==> src/rtl/sd_cmd_resp_rx.sv <==
// SD/SDIO CMD-line response receiver: waits for the card start bit, shifts in a
// 48- or 136-bit response, checks framing/CRC7 and holds it for a valid/ready consumer.
//
// state      | meaning
// IDLE       | waiting for arm from the command transmitter
// WAIT_START | CMD released, counting strobes until the card start bit
// RECV       | shifting response bits in, MSB first
// DONE       | response/status presented, waiting for resp_ready
module sd_cmd_resp_rx #(
    parameter int TIMEOUT_CLKS = 64
) (
    input  logic         clk,
    input  logic         rst_n,
    input  logic         sample_en,
    input  logic         cmd_in,
    input  logic         arm,
    input  logic         long_resp,
    input  logic         no_crc,
    input  logic         resp_ready,
    output logic         busy,
    output logic         resp_valid,
    output logic [5:0]   resp_index,
    output logic [127:0] resp_payload,
    output logic         crc_err,
    output logic         frame_err,
    output logic         timeout
);

    localparam int TW = $clog2(TIMEOUT_CLKS + 1);

    typedef enum logic [1:0] {IDLE, WAIT_START, RECV, DONE} state_t;

    state_t         state;
    logic [133:0]   sr;
    logic [7:0]     bit_cnt;
    logic [TW-1:0]  tmo_cnt;
    logic           long_q;
    logic           no_crc_q;
    logic [6:0]     crc;

    logic [7:0]     bit_idx;
    logic           crc_use;
    logic           crc_fb;
    logic [6:0]     crc_next;
    logic [133:0]   sr_next;

    // bit_idx is the frame position of the bit sampled on this strobe
    always_comb begin
        bit_idx  = bit_cnt - 8'd1;
        crc_use  = (bit_idx >= 8'd8) && (!long_q || (bit_idx <= 8'd127));
        crc_fb   = crc[6] ^ cmd_in;
        crc_next = {crc[5:0], 1'b0} ^ (crc_fb ? 7'h09 : 7'h00);
        sr_next  = {sr[132:0], cmd_in};
    end

    always_ff @(posedge clk or negedge rst_n) begin
        if (!rst_n) begin
            state        <= IDLE;
            sr           <= '0;
            bit_cnt      <= '0;
            tmo_cnt      <= '0;
            long_q       <= 1'b0;
            no_crc_q     <= 1'b0;
            crc          <= '0;
            busy         <= 1'b0;
            resp_valid   <= 1'b0;
            resp_index   <= '0;
            resp_payload <= '0;
            crc_err      <= 1'b0;
            frame_err    <= 1'b0;
            timeout      <= 1'b0;
        end else begin
            case (state)
                IDLE: begin
                    if (arm) begin
                        state    <= WAIT_START;
                        long_q   <= long_resp;
                        no_crc_q <= no_crc;
                        tmo_cnt  <= '0;
                        crc      <= '0;
                        sr       <= '0;
                        busy     <= 1'b1;
                    end
                end
                WAIT_START: begin
                    if (sample_en) begin
                        if (!cmd_in) begin
                            state   <= RECV;
                            bit_cnt <= long_q ? 8'd135 : 8'd47;
                        end else if (tmo_cnt == TW'(TIMEOUT_CLKS - 1)) begin
                            state        <= DONE;
                            tmo_cnt      <= tmo_cnt + 1'b1;
                            resp_valid   <= 1'b1;
                            timeout      <= 1'b1;
                            resp_index   <= '0;
                            resp_payload <= '0;
                            crc_err      <= 1'b0;
                            frame_err    <= 1'b0;
                        end else begin
                            tmo_cnt <= tmo_cnt + 1'b1;
                        end
                    end
                end
                RECV: begin
                    if (sample_en) begin
                        sr      <= sr_next;
                        bit_cnt <= bit_cnt - 8'd1;
                        if (crc_use)
                            crc <= crc_next;
                        if (bit_cnt == 8'd1) begin
                            // end bit: sr still holds frame[k] at sr[k-1]
                            state      <= DONE;
                            resp_valid <= 1'b1;
                            timeout    <= 1'b0;
                            crc_err    <= (crc != sr[6:0]) && !no_crc_q;
                            if (long_q) begin
                                resp_index   <= sr[132:127];
                                resp_payload <= {sr[126:0], cmd_in};
                                frame_err    <= sr[133] || !cmd_in;
                            end else begin
                                resp_index   <= sr[44:39];
                                resp_payload <= {96'h0, sr[38:7]};
                                frame_err    <= sr[45] || !cmd_in;
                            end
                        end
                    end
                end
                DONE: begin
                    if (resp_valid && resp_ready) begin
                        state      <= IDLE;
                        resp_valid <= 1'b0;
                        busy       <= 1'b0;
                    end
                end
                default: state <= IDLE;
            endcase
        end
    end

endmodule

==> config.mk <==
export PLATFORM = sky130hd
export DESIGN_NAME = sd_cmd_resp_rx
export DESIGN_NICKNAME = d
export VERILOG_FILES = /design/src/rtl/sd_cmd_resp_rx.sv
export SDC_FILE = /design/constraint.sdc
export NUM_CORES = 1
export LEC_CHECK = 0
export BUFFER_PORTS_ARGS = -buffer_cell sky130_fd_sc_hd__buf_2
export CAP_MARGIN = 20
export CELL_PAD_IN_SITES_DETAIL_PLACEMENT = 1
export CELL_PAD_IN_SITES_GLOBAL_PLACEMENT = 1
export CORE_ASPECT_RATIO = 2
export CORE_MARGIN = 5
export CORE_UTILIZATION = 25
export CTS_CLUSTER_DIAMETER = 30
export DETAILED_ROUTE_END_ITERATION = 10
export PLACE_DENSITY = 0.56
export SYNTH_ARGS = -nofsm -noshare
export SYNTH_HDL_FRONTEND = slang
export SYNTH_SLANG_ARGS = --single-unit
==> constraint.sdc <==
create_clock -name clk -period 5.52 [get_ports clk]
set_input_delay 0.552 -clock clk [delete_from_list [all_inputs] [get_ports clk]]
set_output_delay 0.552 -clock clk [all_outputs]
set_load 0.05 [all_outputs]
==> impl_metrics.json <==
{
  "status": "complete, no violations",
  "nFillCells": 5921,
  "final-seq-area_um2": 7483,
  "detail_route.iter0.violations": 398,
  "critPathSlowestCell": "buf_4",
  "drive_above_1_share": 0.1862,
  "synth_top_area_frac": 0.5821,
  "syn_area_um2": 12850,
  "coreArea_um2": 50940,
  "gp_congestion": 0.6955,
  "rows": 117,
  "multi_input_area_um2": 4900,
  "synthCells": 1375,
  "crit_path_end_kind": "register",
  "grt_pass1_vias": 11108,
  "yosysTopAreaCell": "dfrtp_1",
  "rsz0062_at_grt": "false",
  "fin_util": 0.3164,
  "initial_core_util": 0.2523,
  "hold_viol": 0,
  "antenna_found_initial": 0,
  "track_usage": 0.1343,
  "synth_warnings": 0,
  "clk_path_buf_depth": 3,
  "cts_buffers": 58,
  "area_growth_syn_to_layout_pct": 25.42,
  "crit_chain": "inv_1 > ha_1 > nor2b_1 > or3_4 > buf_4 > nand2_1 > nand2_1",
  "syn_area_per_cell_um2": 9.348,
  "slowest_delay_ns": 0.78,
  "synthArstFlopShare": 1.000,
  "io_buffers": 146,
  "grt_max_degree": 135,
  "yosys_most_used_dff": "dfrtp_1",
  "fmax_mhz": 300.4,
  "startpoint_type": "register",
  "grt_pass1_wl_um": 61450,
  "boundaryPins": 147,
  "cts_tree": "built",
  "slew-limit-headroom": 0.3740,
  "max_cap_violations": 0,
  "dr.pass1.iters": 5,
  "postRouteAntennaNets": 0,
  "worst_pin_slew_ns": 0.9391,
  "synth_nets": 1391,
  "hold_slack_ns": 0.2320,
  "cp_max_fo": 69,
  "vias": 10004,
  "synth-seq-area-share": 0.5821,
  "dieArea_um2": 56320,
  "vias_per_cell": 4.578,
  "synth_cell_types": 52,
  "synth_area_leaders": "dfrtp_1, nand2_1, nand3_1",
  "drcViolationCount": 0,
  "tns_ns": 0,
  "path_clk_slew_ns": 0.05,
  "clock_latency_ns": 0.58,
  "dp_cells": 2081,
  "cp.required_ns": 6.03,
  "cpMostUsedCell": "nand2_1",
  "nets": 1504,
  "n_antenna_cell": 0,
  "overflow": 0,
  "cts.sinks": 299,
  "routed_wl_um": 37450,
  "wire_per_inst_um": 17.14,
  "post_cts.repair.setup_buffers": 0,
  "hp-class": "in -> reg",
  "ys_ff_latch": 299,
  "stdcell_count": 2185,
  "report.final.setup_viol": 0,
  "skew_ns": 0.02642,
  "finalMaxSlewViolations": 0,
  "fin_crit_ns": 3.329,
  "htree_levels": 2,
  "cp_data_arrival_time_ns": 3.84,
  "crit_type": "reg -> reg",
  "clock-root-buffer": "clkbuf_16",
  "synth_edf_count": 0,
  "ir_worst_vdd_v": 0.0006602,
  "p_leak_nw": 8.036,
  "period_share": 0.6031,
  "chipHeight_um": 330.7,
  "hpwl_um": 23440,
  "dieWidth_um": 170.3,
  "p_per_area_nw_per_um2": 498.8
}
[sequential cells by signal, indices dropped and copies added, names as in the netlist]
| signal | flops |
|---|---|
| crc_err | 1 |
| frame_err | 1 |
| long_q | 1 |
| state | 2 |
| tmo_cnt | 7 |
| no_crc_q | 1 |
| busy | 1 |
| bit_cnt | 8 |
| crc | 7 |
| resp_valid | 1 |
| sr | 134 |
| resp_payload | 128 |
| resp_index | 6 |
| timeout | 1 |
[cell type report]
class	count	share of cell area
sequential	299	0.4642
multi-input combinational	960	0.3039
clock buffer	73	0.09787
timing repair buffer	158	0.05557
tap	654	0.05076
clock inverter	30	0.02507
inverter	11	0.002561
[per-stage QoR]
stage               setup WS (ns)  instance area, µm²  power, mW
finish                      2.191               16120      8.041
CTS                         2.140               16120      8.232
floorplan                   3.349               12850      4.005
global route                1.911               16120      8.511
detailed placement          2.170               14130      4.584
global placement            2.306               14130      4.537
[critical path, delay by kind of cell (launching register included)]
| kind | cells | cell delay (ns) |
|---|---|---|
| buffers and inverters | 2 | 0.95 |
| DFF | 1 | 0.40 |
| and+or+nand+nor | 4 | 1.49 |
| adders and majority gates | 1 | 0.32 |
[what timing repair did]
item	CTS	global route
setup endpoints to repair	0	0
hold buffers	1	0
endpoints found under the hold margin	74	0
resized for setup	0	0
[cells in the final DEF, fill, tap and decap left out, types with 3 or more instances in the layout]
cell type and count:
o31ai_1 24, mux2i_1 40, ha_1 7, nand2_1 516
a22o_1 9, buf_4 6, inv_1 10, bufinv_16 8
o21ai_1 34, dfrtp_1 298, buf_2 145, nor4_1 3
buf_12 5, nand2b_1 4, nor2b_1 3, nand3_1 139
o31ai_2 15, nor2_1 16, clkbuf_8 7, clkbuf_16 58
clkinvlp_4 5, clkinv_2 8, xnor2_1 5, clkinv_4 6
a21oi_1 10, clkbuf_1 8, nand4_1 7, nor3_1 4
o21ai_0 74, xor2_1 9
[final timing paths]
kind	startpoint	to	slack, ns	cells past startpoint
max reg2reg	state[0]	sr[20]	2.19	7
max in group asynchronous	rst_n	bit_cnt[2]	3.83	3
min reg2reg	sr[133]	sr[133]	0.46	2
min	no_crc	no_crc_q	0.23	2
max	state[0]	sr[20]	2.19	7
min in group asynchronous	rst_n	resp_payload[60]	0.54	2
[where the power goes]
| group | internal, mW | leakage, nW | switching, mW |
|---|---|---|---|
| sequential | 2.27 | 4.13 | 0.0880 |
| clock | 2.38 | 0.960 | 1.20 |
| combinational | 0.381 | 2.94 | 1.72 |
[routing by layer]
layer	wire, µm	GRT usage	vias to the layer above
met3	1376	0.02353	52
met5	0	0	-
met2	20090	0.2489	178
met1	15120	0.1548	4970
li1	-	-	4804
met4	862	0.04379	0
[cell families (layout without fill, tap and decap cells)]
kind of cell | Yosys count | in the layout | share of synthesized area
AO/OA/AOI/OAI | 188 | 188 | 0.09812
multiplexers | 42 | 42 | 0.03290
adder cells (fa/ha/maj) | 8 | 8 | 0.007788
XOR/XNOR | 14 | 14 | 0.009540
flip-flops | 299 | 299 | 0.5821
buffers and inverters | 116 | 272 | 0.03952
AND/OR/NAND/NOR | 708 | 708 | 0.2300
[cell usage after synthesis (3+ instances only)]
cell type	instances
a21oi_1	10
a221o_1	3
a22o_1	9
and2_1	3
buf_1	12
buf_2	25
buf_6	5
clkbuf_1	62
dfrtp_1	299
ha_1	8
inv_1	11
mux2i_1	40
nand2_1	516
nand2b_1	4
nand3_1	139
nand4_1	7
nor2_1	16
nor2b_1	3
nor3_1	5
nor4_1	3
o21ai_0	74
o21ai_1	34
o31ai_1	24
o31ai_2	15
xnor2_1	5
xor2_1	9
(Power assumes the default switching activity.)
